`src/rtl/xbar_grant_ctrl_pkg.sv`:
```
// xbar_grant_ctrl_pkg: shared FSM state type and queue-count helper
package xbar_grant_ctrl_pkg;
  typedef enum logic {IDLE, BURST} state_t;
  function automatic int calc_num(input int id_width);
    return 1 << id_width;
  endfunction
endpackage

```
`src/rtl/xbar_max_select.sv`:
```
// xbar_max_select: combinational argmax tree over (len, id) pairs, lower id wins ties
module xbar_max_select import xbar_grant_ctrl_pkg::*; #(
  parameter int LEN_WIDTH = 10,
  parameter int ID_WIDTH  = 5,
  localparam int NUM      = calc_num(ID_WIDTH)
) (
  input  logic [NUM*LEN_WIDTH-1:0] lens,
  output logic [LEN_WIDTH-1:0]     max_len,
  output logic [ID_WIDTH-1:0]      max_id
);
  // heap layout: leaves at NUM+k, node n merges 2n (lower ids) and 2n+1
  logic [LEN_WIDTH-1:0] node_len [1:2*NUM-1];
  logic [ID_WIDTH-1:0]  node_id  [1:2*NUM-1];
  always_comb begin
    for (int k = 0; k < NUM; k++) begin
      node_len[NUM+k] = lens[k*LEN_WIDTH +: LEN_WIDTH];
      node_id[NUM+k]  = ID_WIDTH'(k);
    end
    for (int n = NUM - 1; n >= 1; n--) begin
      node_len[n] = node_len[2*n+1] > node_len[2*n] ? node_len[2*n+1] : node_len[2*n];
      node_id[n]  = node_len[2*n+1] > node_len[2*n] ? node_id[2*n+1]  : node_id[2*n];
    end
  end
  assign max_len = node_len[1];
  assign max_id  = node_id[1];
endmodule

```
`src/rtl/xbar_grant_ctrl.sv`:
```
// xbar_grant_ctrl: grants the longest queue to the output and streams a bounded burst
module xbar_grant_ctrl import xbar_grant_ctrl_pkg::*; #(
  parameter int LEN_WIDTH  = 10,
  parameter int ID_WIDTH   = 5,
  parameter int DATA_WIDTH = 32,
  parameter int MAX_BURST  = 16,
  localparam int NUM       = calc_num(ID_WIDTH)
) (
  input  logic                      clk,
  input  logic                      rst_n,
  input  logic [NUM*LEN_WIDTH-1:0]  q_len,
  input  logic [NUM*DATA_WIDTH-1:0] in_data,
  input  logic [NUM-1:0]            in_valid,
  output logic [NUM-1:0]            in_ready,
  output logic [DATA_WIDTH-1:0]     out_data,
  output logic                      out_valid,
  input  logic                      out_ready,
  output logic [ID_WIDTH-1:0]       out_id,
  output logic                      out_last,
  output logic                      busy
);
  localparam logic [LEN_WIDTH-1:0] MAX_B = LEN_WIDTH'(MAX_BURST);
  localparam logic [LEN_WIDTH-1:0] ONE   = LEN_WIDTH'(1);
  state_t               state, state_nxt;
  logic [ID_WIDTH-1:0]  sel_id;
  logic [LEN_WIDTH-1:0] beat_cnt, max_len, burst_len;
  logic [ID_WIDTH-1:0]  max_id;
  logic                 fire, grant;
  xbar_max_select #(.LEN_WIDTH(LEN_WIDTH), .ID_WIDTH(ID_WIDTH)) u_max (
    .lens    (q_len),
    .max_len (max_len),
    .max_id  (max_id)
  );
  assign burst_len = max_len > MAX_B ? MAX_B : max_len;
  assign grant     = state == IDLE && max_len != '0;
  assign busy      = state == BURST;
  assign out_id    = sel_id;
  assign out_valid = busy && in_valid[sel_id];
  assign out_data  = busy ? in_data[sel_id*DATA_WIDTH +: DATA_WIDTH] : '0;
  assign in_ready  = busy && out_ready ? NUM'(1) << sel_id : '0;
  assign out_last  = out_valid && beat_cnt == ONE;
  assign fire      = out_valid && out_ready;
  always_comb begin
    state_nxt = state == IDLE ? (grant ? BURST : IDLE) : (fire && beat_cnt == ONE ? IDLE : BURST);
  end
  always_ff @(posedge clk or negedge rst_n) begin
    if (!rst_n) begin
      state    <= IDLE;
      sel_id   <= '0;
      beat_cnt <= '0;
    end else begin
      state <= state_nxt;
      if (grant) begin
        sel_id   <= max_id;
        beat_cnt <= burst_len;
      end else if (fire) begin
        beat_cnt <= beat_cnt - ONE;
      end
    end
  end
endmodule
```
`config.mk`:
```
export PLATFORM = sky130hd
export DESIGN_NAME = xbar_grant_ctrl
export DESIGN_NICKNAME = d
export VERILOG_FILES = /design/src/rtl/xbar_grant_ctrl_pkg.sv /design/src/rtl/xbar_max_select.sv /design/src/rtl/xbar_grant_ctrl.sv
export SDC_FILE = /design/constraint.sdc
export NUM_CORES = 1
export LEC_CHECK = 0
export ABC_AREA = 1
export CORE_AREA = 2 2 565 567
export DETAILED_ROUTE_END_ITERATION = 8
export DIE_AREA = 0 0 567 569
export PLACE_DENSITY = 0.32
export SKIP_LAST_GASP = 1
export SLEW_MARGIN = 20
export SYNTH_ARGS = -nofsm -noshare
export SYNTH_HDL_FRONTEND = slang
export SYNTH_HIERARCHICAL = 1
export SYNTH_SLANG_ARGS = --single-unit
```
`constraint.sdc`:
```
create_clock -name clk -period 2.55 [get_ports clk]
set_input_delay 0.51 -clock clk [delete_from_list [all_inputs] [get_ports clk]]
set_output_delay 0.51 -clock clk [all_outputs]
set_load 0.03 [all_outputs]
```
* Word-level counts from Yosys, hierarchy flattened *
Cells that the tools add are included.
W data, S select, Z words.

cells by class
  add/subtract/negate cells = 1
  magnitude comparators = 33
  equal/unequal tests = 1
  shifts and indexed selects = 2
  mux-type cells = 72
  bitwise operators = 1
  reductions and logical operators = 8

operator list
  cell                     count
  $shiftx A1024 B11 Y32    1
  $mux W10                 34
  $gt A10 B10 Y1           31
  $mux W5                  15
  $mux W32                 2
  $shl A1 B5 Y32 const A   1
  $mux W1                  20
  $eq A10 B1 Y1 const B    1
  $gt A10 B5 Y1 const B    1
  $reduce_bool A10 Y1      1
  $sub A10 B1 Y10 const B  1
  $logic_and A1 B1 Y1      6
  $lt A5 B6 Y1 const B     1
  $bmux W1 S5              1
  $reduce_bool A2 Y1       1
  $not A1 Y1               1

storage, ports and cells
  flip-flop bits (word level) = 16
  input bits = 1379
  output and inout bits = 72
  word-level logic and storage cells = 121

* Depth between registers and ports, before layout *
Gate-level depths: netlist (run 1).

  word-level depth = 14
  depth in mapped cells = 78
  gate-level depth less buffers = 72

* Hierarchy *
Netlist (run 1), hierarchy kept.

by module, submodules not included
  module           instances  cells an instance  area each (um^2)  seq. area each (um^2)
  xbar_max_select  1          2013               11636.2           0.0
  xbar_grant_ctrl  1          1807               9351.5            400.4

* Worst setup path before layout (run 1) *
OpenSTA, ideal clock, no wires.

  path kind = input-to-reg
  start = in q_len[145]
  end = reg beat_cnt[8]
  library setup time = 66 ps
  arrival time = 9447 ps
  data required time = 2484 ps
  setup slack = -6963 ps
  stages = 67
  buffers on the path = 8
  path through = inv_1 ha_1 nand2_1 inv_1 nand3_1 a31oi_1 a2111oi_0 a32o_1 clkbuf_1 clkbuf_1 nor2_1 a21oi_1 ha_1 nand2_1 inv_1 nand3_1 a31oi_1 a2111oi_0 (+31 left out) o21ai_0 nand3_1 a21oi_1 a211o_1 nand2_1 inv_1 clkbuf_1 nand3_1 nand2_1 nor3_1 and2_1 nand2_1 nand2_1 nand2_1 inv_1 buf_1 nand3_1 nand2_1

on the way
  cells in the longest elaborated chain, start to end = 13
  elaborated cells between the ends (all ways) = 16
  classes of those cells = order compare: 6; mux: 7; reduce/logical: 3

ends and longest elaborated chain
  element                                                      RTL line                                      source
  start, declared                                              xbar_grant_ctrl.sv:11                         input logic [NUM*LEN_WIDTH-1:0] q_len,
  $gt A10 B10 Y1                                               xbar_max_select.sv:20                         node_len[n] = node_len[2*n+1] > node_len[2*n] ? node_len[2*n+1] : node_len[2*n];
  $mux W10 (*)                                                 xbar_max_select.sv:20
  $gt A10 B10 Y1                                               xbar_max_select.sv:20
  $mux W10 (*)                                                 xbar_max_select.sv:20
  $gt A10 B10 Y1                                               xbar_max_select.sv:20
  $mux W10 (*)                                                 xbar_max_select.sv:20
  $gt A10 B10 Y1                                               xbar_max_select.sv:20
  $mux W10 (*)                                                 xbar_max_select.sv:20
  $gt A10 B10 Y1                                               xbar_max_select.sv:20
  $mux W10 (*)                                                 xbar_max_select.sv:20
  net max_len[5]                                               xbar_grant_ctrl.sv:26                         logic [LEN_WIDTH-1:0] beat_cnt, max_len, burst_len;
  $gt A10 B5 Y1 / $reduce_bool A10 Y1 (equally long branches)  xbar_grant_ctrl.sv:34, xbar_grant_ctrl.sv:35
  $mux W10 / $logic_and A1 B1 Y1 (equally long branches)       xbar_grant_ctrl.sv:34, xbar_grant_ctrl.sv:35
  $mux W10 / $reduce_bool A2 Y1 (equally long branches)        --
  end signal, assigned                                         xbar_grant_ctrl.sv:55                         beat_cnt <= burst_len;
  end signal, assigned                                         xbar_grant_ctrl.sv:57                         beat_cnt <= beat_cnt - ONE;
  end, declared                                                xbar_grant_ctrl.sv:26

Mark *: on every way through the listed nets, which the timed path passes. The rest lies on a longest branch.
A chain may end at the register's enable or synchronous reset.

* Final worst setup path (run 1) *
  start = in q_len[69]
  end = reg beat_cnt[0]

The elaborated chain is that of the path after synthesis.

==> metrics.txt, run 1 <==
status=complete, but fails checks; failing checks=negative setup slack; ratio of cells with drive above 1 in the final layout=41.6%; Max Fclk=0.117 GHz; TritonCTS Sinks=16; Die Area=323000 µm²; hold slack=548 ps; clk_lat worst skew=250 ps; Crit Path Class=in2reg; GPL Wtd Cong=0.939; most used flip-flop cell after synthesis=dfrtp_1; synthesized cell area=21000 µm²; Logic pwr share=98.5%; EDFF count, synth=0; fill count=35900; flops & latches, synth=16; Worst-path clk slew=50 ps; grt ovf=0; pin count of the biggest net entering global routing=36; antenna violations before repair=131; Clock Skew=5.04 ps; vias in the first global route=39500; Netlist cell types=58; Net Sw Frac=53.4%; setup violators final=83; Final min period=8520 ps; clock power share=0.5%; commonest non-fill, non-tap cell in the layout=buf_4; Worst-Margin Slew=845 ps; Critical Path Fanout Max=8; storage element area=418 µm²; WL/cell=25.5 µm; Post-Route WL=273 mm; Residual DRC=0; Die Wd=567 µm; met2 WL=144 mm; HP Class=reg2reg; Critical Path Source Type=primary input; Die Ht=569 µm; asr flop ratio synth=100%; Arr. time, crit path=8670 ps; Port Buffers=1450; relative slew slack=43.5%; Syn Nets=5499; most frequent cells in the layout=buf_4, clkdlybuf4s50_1, nand2_1, inv_1, nand4_1; final hold violations=0; via/cell ratio=3.62; Via Count=38700; post-DP HPWL=239 mm; WP data required=2690 ps; register area share after synthesis=1.91%; H-tree Lvls=1; slowest stage cell, crit path=clkdlybuf4s50_1; Slew Limit Fails=0; multi-input logic area=24200 µm²; DRT antenna net count=0; P_sw=38.8 mW; Max Cap Viol=0; CTS root buf=clkbuf_16; wl on met1=108 mm; DR pass1 iterations=6; Nets=8154; RSZ-0062 raised after global routing=yes; crit path buf inv count=12; P_leak=25.6 nW; starting density of the core=6.63%; Overall Global Routing Usage=15.7%; PD cells=1220 nW/µm²; top-level port count=1451; setup TNS=-134910 ps; # rows=207; Core Region=317000 µm²; met3 wire len=15.0 mm; Warnings, synthesis=6; Max Used Layer=met5; power share of the sequential group=1.0%; Post-Syn Instances=3820; Final Cycle Share=334%; critical path's top delay family=simple AND/OR/NAND/NOR gates; Worst setup EP type=flip-flop; worst vdd ir=0.00143 V; CTS tree=yes; total CTS buffers=3; final setup margin=-5970 ps; DR iter-0 viols=1804; Clock Tree Buf Depth=2; Area growth syn-to-layout=184%; Int Pwr=33.9 mW; max incr delay on CP=470 ps; Mean Syn Cell Area=5.49 µm²; first-pass GRT wire length=349 mm
-- flip-flops by register name, indices dropped and copies added, names as in the netlist --
signal and count:
beat_cnt 10, out_id 5, busy 1
-- synth_stat cells, drive strengths merged (16+ instances only) --
cell type,number,area share [%]
nand3,322,7.9
ha,300,18
inv,360,6.5
dfrtp,16,1.9
nor2,222,4.3
and2,20,0.60
clkbuf,84,1.5
nand4,206,6.2
a211oi,34,1.2
o21ai,320,7.8
o211ai,34,1.2
nor3,19,0.48
a31oi,38,1.1
nand2,1248,23
a21oi,137,3.3
a22oi,218,7.8
buf,155,4.3
o21bai,17,0.61
-- layer usage --
layer / up-vias / track usage [%]
li1: 18600 / -
met1: 18400 / 18.2
met2: 1346 / 30.2
met3: 253 / 2.64
met4: 66 / 2.59
met5: - / 0
-- worst paths after layout --
kind,startpoint,to,slack [ps],depth (start not counted)
max,q_len[69],beat_cnt[0]$_DFFE_PN0P_,-5970,61
min,beat_cnt[5]$_DFFE_PN0P_,beat_cnt[5]$_DFFE_PN0P_,550,2
max reg2reg,out_id[0]$_DFFE_PN0P_,beat_cnt[0]$_DFFE_PN0P_,-300,19
min reg2reg,beat_cnt[5]$_DFFE_PN0P_,beat_cnt[5]$_DFFE_PN0P_,550,2
max in group asynchronous,rst_n,busy$_DFF_PN0_,1190,1
min in group asynchronous,rst_n,out_id[2]$_DFFE_PN0P_,750,1
-- timing repair --
action                                  4_1_cts  5_1_grt
pin swaps                                   254      477
hold buffers                                  0        0
resized for setup                           976     1189
cloned                                       22       11
setup buffers                               181      197
endpoints found under the setup margin       83       83
-- logic make-up (layout without fill, tap and decap cells) --
group	after synthesis	after routing	share of synthesized area (%)
XOR/XNOR	5	5	0.209
buffers and inverters	603	3251	12.4
AND/OR/NAND/NOR	2049	2055	42.7
adder cells (fa/ha/maj)	300	300	17.9
flip-flops	16	16	1.91
AO/OA/AOI/OAI	847	847	24.9
other	0	41	0
-- per-stage QoR --
step	instances	worst slack [ps]	instance area (µm²)	util, %	total power, mW
after CTS	10500	-6030	53700	16.9	65.2
after detailed placement	10300	-7740	49100	15.5	57.9
final	10700	-5970	59600	18.8	72.7
after global routing	10700	-6540	59500	18.8	78.4
after global placement	10300	-7740	49100	15.5	58.3
after floorplan	3820	-5930	21200	-	22.6
-- cell type report --
class | instances | area share (%)
repair inverters | 9 | 0.115
flip-flops and latches | 16 | 0.701
inverters | 364 | 2.54
repair buffers | 2874 | 46.9
clock buffers | 4 | 0.149
diodes | 41 | 0.172
well taps | 4180 | 8.78
multi-input cells | 3207 | 40.7
-- power by group through the flow --
stage / clock network (mW) / logic (mW) / registers (mW)
floorplan: 0 / 22.1 / 0.560
global route: 0.363 / 77.2 / 0.788
finish: 0.345 / 71.6 / 0.723
detailed placement: 0 / 57.1 / 0.798
CTS: 0.352 / 64.1 / 0.796
global placement: 0 / 57.5 / 0.803
-- worst register-to-register path, stage by stage, from the launching register on --
cell,delay [ps]
dfrtp_2,430
buf_12,140
buf_12,120
buf_6,110
nand2_4,80
clkinv_8,90
buf_4,150
buf_12,120
buf_16,150
buf_6,200
nand2_1,60
nand4_1,90
nand3_1,130
nand3_1,170
buf_4,180
nand4_1,100
buf_4,220
nand2_4,90
nand2_1,80
nand2_1,50
No activity file was read; power rests on OpenSTA's default activity.
==> run 2, diff against run 1 <==
CTS_BUF_LIST = sky130_fd_sc_hd__clkbuf_4 sky130_fd_sc_hd__clkbuf_8 sky130_fd_sc_hd__clkbuf_16   (was not set)
HOLD_SLACK_MARGIN = 0.15   (was not set)
==> results of run 2 <==
Final layout, timing and power as in run 1 (identical DEF).
